**src/rtl/pong_game_ctrl.sv**
```systemverilog
// Pong game sequencer: serve/play/miss/game-over flow, lives and score counters.
// Optional pause support is compiled in when PONG_PAUSE_EN is defined.
module pong_game_ctrl #(
    parameter int unsigned LIVES_INIT   = 3,
    parameter int unsigned SERVE_FRAMES = 60,
    parameter int unsigned MISS_FRAMES  = 90,
    parameter int unsigned SCORE_W      = 8
) (
    input  logic               Clk_100MHz,
    input  logic               Reset,
    input  logic               Start,
`ifdef PONG_PAUSE_EN
    input  logic               Pause,
`endif
    input  logic               FrameTick,
    input  logic [2:0]         ColOut,
    output logic               GameEnable,
    output logic               ballPosReset,
    output logic               LivesCountReset,
    output logic [1:0]         LivesCount,
    output logic [SCORE_W-1:0] Score,
    output logic [2:0]         GameState
);

    localparam int unsigned MAX_FRAMES = (SERVE_FRAMES > MISS_FRAMES) ? SERVE_FRAMES : MISS_FRAMES;
    localparam int unsigned CNT_W      = (MAX_FRAMES > 1) ? $clog2(MAX_FRAMES) : 1;

    typedef enum logic [2:0] {
        IDLE  = 3'b000,
        SERVE = 3'b001,
        PLAY  = 3'b010,
        MISS  = 3'b011,
        OVER  = 3'b100
`ifdef PONG_PAUSE_EN
        ,
        PAUSE = 3'b101
`endif
    } stateType;

    stateType           state, stateNext;
    logic [CNT_W-1:0]   frameCnt, cntNext;
    logic [1:0]         livesNext;
    logic [SCORE_W-1:0] scoreNext;
    logic               bprNext, lcrNext;

    logic startS1, startS2, startS3, startP;
    logic [2:0] colQ;
    logic hitP, missP;

`ifdef PONG_PAUSE_EN
    logic pauseS1, pauseS2, pauseS3, pauseP;

    always_ff @(posedge Clk_100MHz or negedge Reset) begin
        if (!Reset) begin
            pauseS1 <= 1'b0;
            pauseS2 <= 1'b0;
            pauseS3 <= 1'b0;
        end else begin
            pauseS1 <= Pause;
            pauseS2 <= pauseS1;
            pauseS3 <= pauseS2;
        end
    end

    assign pauseP = pauseS2 & ~pauseS3;
`endif

    always_ff @(posedge Clk_100MHz or negedge Reset) begin
        if (!Reset) begin
            startS1 <= 1'b0;
            startS2 <= 1'b0;
            startS3 <= 1'b0;
            colQ    <= '0;
        end else begin
            startS1 <= Start;
            startS2 <= startS1;
            startS3 <= startS2;
            colQ    <= ColOut;
        end
    end

    // Edge detects: a held button or sustained collision code counts once
    assign startP = startS2 & ~startS3;
    assign hitP   = (ColOut == 3'b100) && (colQ != 3'b100);
    assign missP  = (ColOut == 3'b101) && (colQ != 3'b101);

    always_comb begin
        stateNext = state;
        cntNext   = frameCnt;
        livesNext = LivesCount;
        scoreNext = Score;
        bprNext   = 1'b0;
        lcrNext   = 1'b0;
        case (state)
            IDLE, OVER: begin
                if (startP) begin
                    livesNext = 2'(LIVES_INIT);
                    scoreNext = '0;
                    bprNext   = 1'b1;
                    lcrNext   = 1'b1;
                    stateNext = SERVE;
                end
            end
            SERVE: begin
                if (FrameTick) begin
                    if (frameCnt == CNT_W'(SERVE_FRAMES - 1)) stateNext = PLAY;
                    else                                      cntNext   = frameCnt + 1'b1;
                end
            end
            PLAY: begin
`ifdef PONG_PAUSE_EN
                if (pauseP) stateNext = PAUSE;
                else
`endif
                if (missP) begin
                    if (LivesCount > 2'd1) begin
                        livesNext = LivesCount - 2'd1;
                        stateNext = MISS;
                    end else begin
                        livesNext = 2'd0;
                        stateNext = OVER;
                    end
                end else if (hitP && (Score != '1)) begin
                    scoreNext = Score + 1'b1;
                end
            end
            MISS: begin
                if (FrameTick) begin
                    if (frameCnt == CNT_W'(MISS_FRAMES - 1)) begin
                        stateNext = SERVE;
                        bprNext   = 1'b1;
                    end else begin
                        cntNext = frameCnt + 1'b1;
                    end
                end
            end
`ifdef PONG_PAUSE_EN
            PAUSE: begin
                if (pauseP) stateNext = PLAY;
            end
`endif
            default: stateNext = IDLE;
        endcase
        if (stateNext != state) cntNext = '0;
    end

    always_ff @(posedge Clk_100MHz or negedge Reset) begin
        if (!Reset) begin
            state           <= IDLE;
            frameCnt        <= '0;
            LivesCount      <= 2'(LIVES_INIT);
            Score           <= '0;
            ballPosReset    <= 1'b0;
            LivesCountReset <= 1'b0;
            GameEnable      <= 1'b0;
        end else begin
            state           <= stateNext;
            frameCnt        <= cntNext;
            LivesCount      <= livesNext;
            Score           <= scoreNext;
            ballPosReset    <= bprNext;
            LivesCountReset <= lcrNext;
            GameEnable      <= (stateNext == PLAY);
        end
    end

    assign GameState = state;

endmodule

```
**config.mk**
```make
export PLATFORM = sky130hd
export DESIGN_NAME = pong_game_ctrl
export DESIGN_NICKNAME = d
export VERILOG_FILES = /design/src/rtl/pong_game_ctrl.sv
export SDC_FILE = /design/constraint.sdc
export NUM_CORES = 1
export LEC_CHECK = 0
export BUFFER_PORTS_ARGS = -buffer_cell sky130_fd_sc_hd__clkbuf_2
export CAP_MARGIN = 20
export CORE_ASPECT_RATIO = 0.8
export CORE_MARGIN = 2
export CORE_UTILIZATION = 50
export DETAILED_ROUTE_END_ITERATION = 10
export PLACE_DENSITY = 0.78
export SLEW_MARGIN = 5
export SYNTH_ARGS = -nofsm -noshare
export SYNTH_HDL_FRONTEND = slang
export SYNTH_SLANG_ARGS = --single-unit
```
**constraint.sdc**
```tcl
create_clock -name Clk_100MHz -period 1.8 [get_ports Clk_100MHz]
set_clock_uncertainty 0.2 [all_clocks]
set_input_delay 0.36 -clock Clk_100MHz [delete_from_list [all_inputs] [get_ports Clk_100MHz]]
set_output_delay 0.36 -clock Clk_100MHz [all_outputs]
set_load 0.005 [all_outputs]
```
==> reports/metrics.yaml <==
pwr:
  p_leak_nw: 0.939
  p_int_w: 0.00122
  peakVddDrop_uv: 719
  p_comb_frac: 0.201
  seqPwrFrac: 0.459
  total_power_w: 0.00167
  p_sw_w: 0.000453
  power_density_nw_per_um2: 819
  swShare: 0.271
  pwr-share-clk: 0.340
timing:
  finalSetupViolCount: 4
  hold_violations: 0
  slew_headroom: 0.724
  fin_ws_ns: -0.0389
  slew_violations: 0
  fin_crit_sh: 1.02
  fmax_ghz: 0.544
  timing.hold.ws_ns: 0.0509
  layout_min_cycle_time_ns: 1.84
  rsz0062_at_grt: "yes"
  worst_pin_slew_ns: 0.413
die:
  pin_count: 23
  start_util: 0.530
  core_um2: 2790
  die_w_um: 64.8
  die_y_um: 52.6
  floorplan.rows: 17
  die_area_um2: 3410
critical_path:
  critPathKind: "reg -> reg"
  crit_required_ns: 1.80
  end_kind: "register"
  worstPathArrival_ns: 1.84
  r2r-start: "GameState[1]$_DFF_PN0_"
  r2r_end: "Score[3]$_DFFE_PN0P_"
  slowest_stage: "or4_4"
  path_max_fanout: 7
  cp-start-kind: "register"
  r2r_cells: 4
  path_cells: "nor3b_4 > o311ai_4 > or4_4 > a21oi_2"
  cp_slowest_stage_delay_ns: 0.57
  reg2reg_slack_ns: -0.04
  crit_start: "GameState[1]$_DFF_PN0_"
place:
  io_buffers: 22
  gp_congestion: 0.925
  place_ws_ns: -0.111
  dpl-instance-area_um2: 1840
  hpwl_mm: 2.42
hold_path:
  holdPathEnd: "colQ[1]$_DFF_PN0_"
  min_path_cells: 1
  hp-start: "ColOut[1]"
  hold_path_class: "in -> reg"
cells_and_area:
  drive_gt1_frac: 0.440
  syn2layout_area_growth_pct: 38.2
  stdcell_area_um2: 2040
  nets: 209
  diodes: 0
  fillers: 197
  post-route-util: 0.733
routing:
  drtAntennaViolNets: 0
  via_per_inst: 5.68
  routed_wl_mm: 3.38
  drc: 0
  first_pass_iters: 4
  first_iter_violations: 42
  avgRoutedWirePerCell_um: 14.2
  vias: 1351
outcome:
  outcome: "finished with violations"
  violations: "negative setup slack"
clock_network:
  htreeDepth: 2
  cts_tree: "yes"
  cts_root_buf: "clkbuf_8"
  cts_sinks: 29
  clockBufferDepth: 2
  cts_buffers: 5
  clk_pin_slew_ns: 0.06
  clkLatencyLatePin_ns: 0.27
flow_run:
  cap_violations: 0
synthesis:
  synth-edff-count: 0
  synth_fp_nets: 152
  synth_cells: 142
  async_flop_share: 1.00
  netlist_area_um2: 1480
  synth.avg_cell_area_um2: 10.4
  synthFlopType: "dfrtp_1"
  yosys_warnings: 0
  ys_types: 42
  ys_ff_latch: 29
  ys_seq_area_frac: 0.493
grt:
  grt-ovfl-total: 0
  grt_pass1_vias: 1194
  grt_max_degree: 30
  antenna_found_initial: 0
  track_usage: 0.219
  grt_pass1_wl_mm: 5.52
==> per-layer routing <==
metal	track usage	wire length [um]	up-vias
li1	-	-	646
met1	0.308	1600	664
met2	0.335	1610	39
met3	0.0516	154	2
met4	0.0745	9	0
met5	0	0	-
==> power groups by stage <==
stage,Clock [W],Combinational (W),Sequential [W]
6_report,0.000569,0.000336,0.000767
5_1_grt,0.000618,0.000372,0.000775
3_3_place_gp,0,0.000283,0.000773
3_5_place_dp,0,0.000297,0.000779
4_1_cts,0.000590,0.000319,0.000767
2_1_floorplan,0,0.000150,0.000778
==> kinds of logic (layout without fill, tap and decap cells) <==
family,count (synthesis),after routing,share of synthesized area
fa+ha+maj,3,3,0.0254
mux,2,2,0.0135
simple gates,64,64,0.267
buf+inv,8,66,0.0212
flops,29,29,0.493
xor+xnor,4,4,0.0237
compound gates,32,32,0.157
==> placed cells by master, fill, tap and decap left out, types with 3 or more instances in the layout <==
| master | count |
|---|---|
| o211ai_1 | 4 |
| a21oi_2 | 7 |
| nand3_1 | 10 |
| nor2_1 | 5 |
| clkbuf_8 | 7 |
| inv_1 | 4 |
| ha_2 | 3 |
| or3_1 | 3 |
| and3b_1 | 3 |
| nor3_1 | 4 |
| nand4_1 | 4 |
| nand2_1 | 13 |
| buf_4 | 29 |
| a21oi_1 | 3 |
| dfrtp_1 | 27 |
| o21ai_0 | 3 |
| clkbuf_2 | 22 |
| nand3b_1 | 3 |
==> metrics by stage <==
stage | TNS [ns] | cells
final | -0.0465 | 238
after global routing | -0.770 | 238
after CTS | -0.00374 | 238
after detailed placement | -0.446 | 226
after global placement | -0.0812 | 226
after floorplan | -0.130 | 142
==> state kept, by name, summed over array words and instances, names as in the netlist <==
signal and count:
frameCnt 7, colQ 3, startS3 1, Score 8
startS2 1, ballPosReset 1, GameState 3, startS1 1
LivesCount 2, LivesCountReset 1, GameEnable 1
==> area by class of cell <==
class	count	area, um2	share of cell area
Multi-Input combinational cell	105	798	0.391
Timing Repair Buffer	53	348	0.170
Inverter	5	18.8	0.00919
Sequential cell	29	728	0.357
Clock inverter	1	5.00	0.00245
Clock buffer	7	96.3	0.0472
Tap cell	38	47.5	0.0233
==> cell usage after synthesis (all sizes together) (4+ instances only) <==
cell type | count | area [um2]
dfrtp | 27 | 676
nand2 | 13 | 48.8
a21oi | 10 | 50.1
nand3 | 10 | 50.1
nor2 | 6 | 22.5
o21ai | 5 | 25.0
and3 | 4 | 25.0
inv | 4 | 15.0
nand4 | 4 | 25.0
nor3 | 4 | 20.0
o211ai | 4 | 30.0
==> worst max-delay path, delay by kind of cell (launching register included) <==
family             cells  cell delay (ns)
AOI/OAI and AO/OA      2             0.31
DFF                    1             0.42
and+or+nand+nor        2             0.83
==> worst max-delay path by stage <==
stage,end,slack [ns],depth (start not counted)
global route,Score[3]$_DFFE_PN0P_,-0.11,4
global placement,Score[7]$_DFFE_PN0P_,-0.03,6
CTS,frameCnt[2]$_DFFE_PN0P_,-0.004,5
detailed placement,Score[6]$_DFFE_PN0P_,-0.11,6
finish,Score[3]$_DFFE_PN0P_,-0.04,4
floorplan,Score[3]$_DFFE_PN0P_,-0.10,6
==> timing repair <==
item                       in CTS  in global routing
pin swaps                       6                  9
setup endpoints to repair       6                 16
buffers inserted                2                  0
hold endpoints to repair       28                  0
hold buffers                    2                  0
resized for setup               4                 14
No activity file was read; power rests on OpenSTA's default activity.
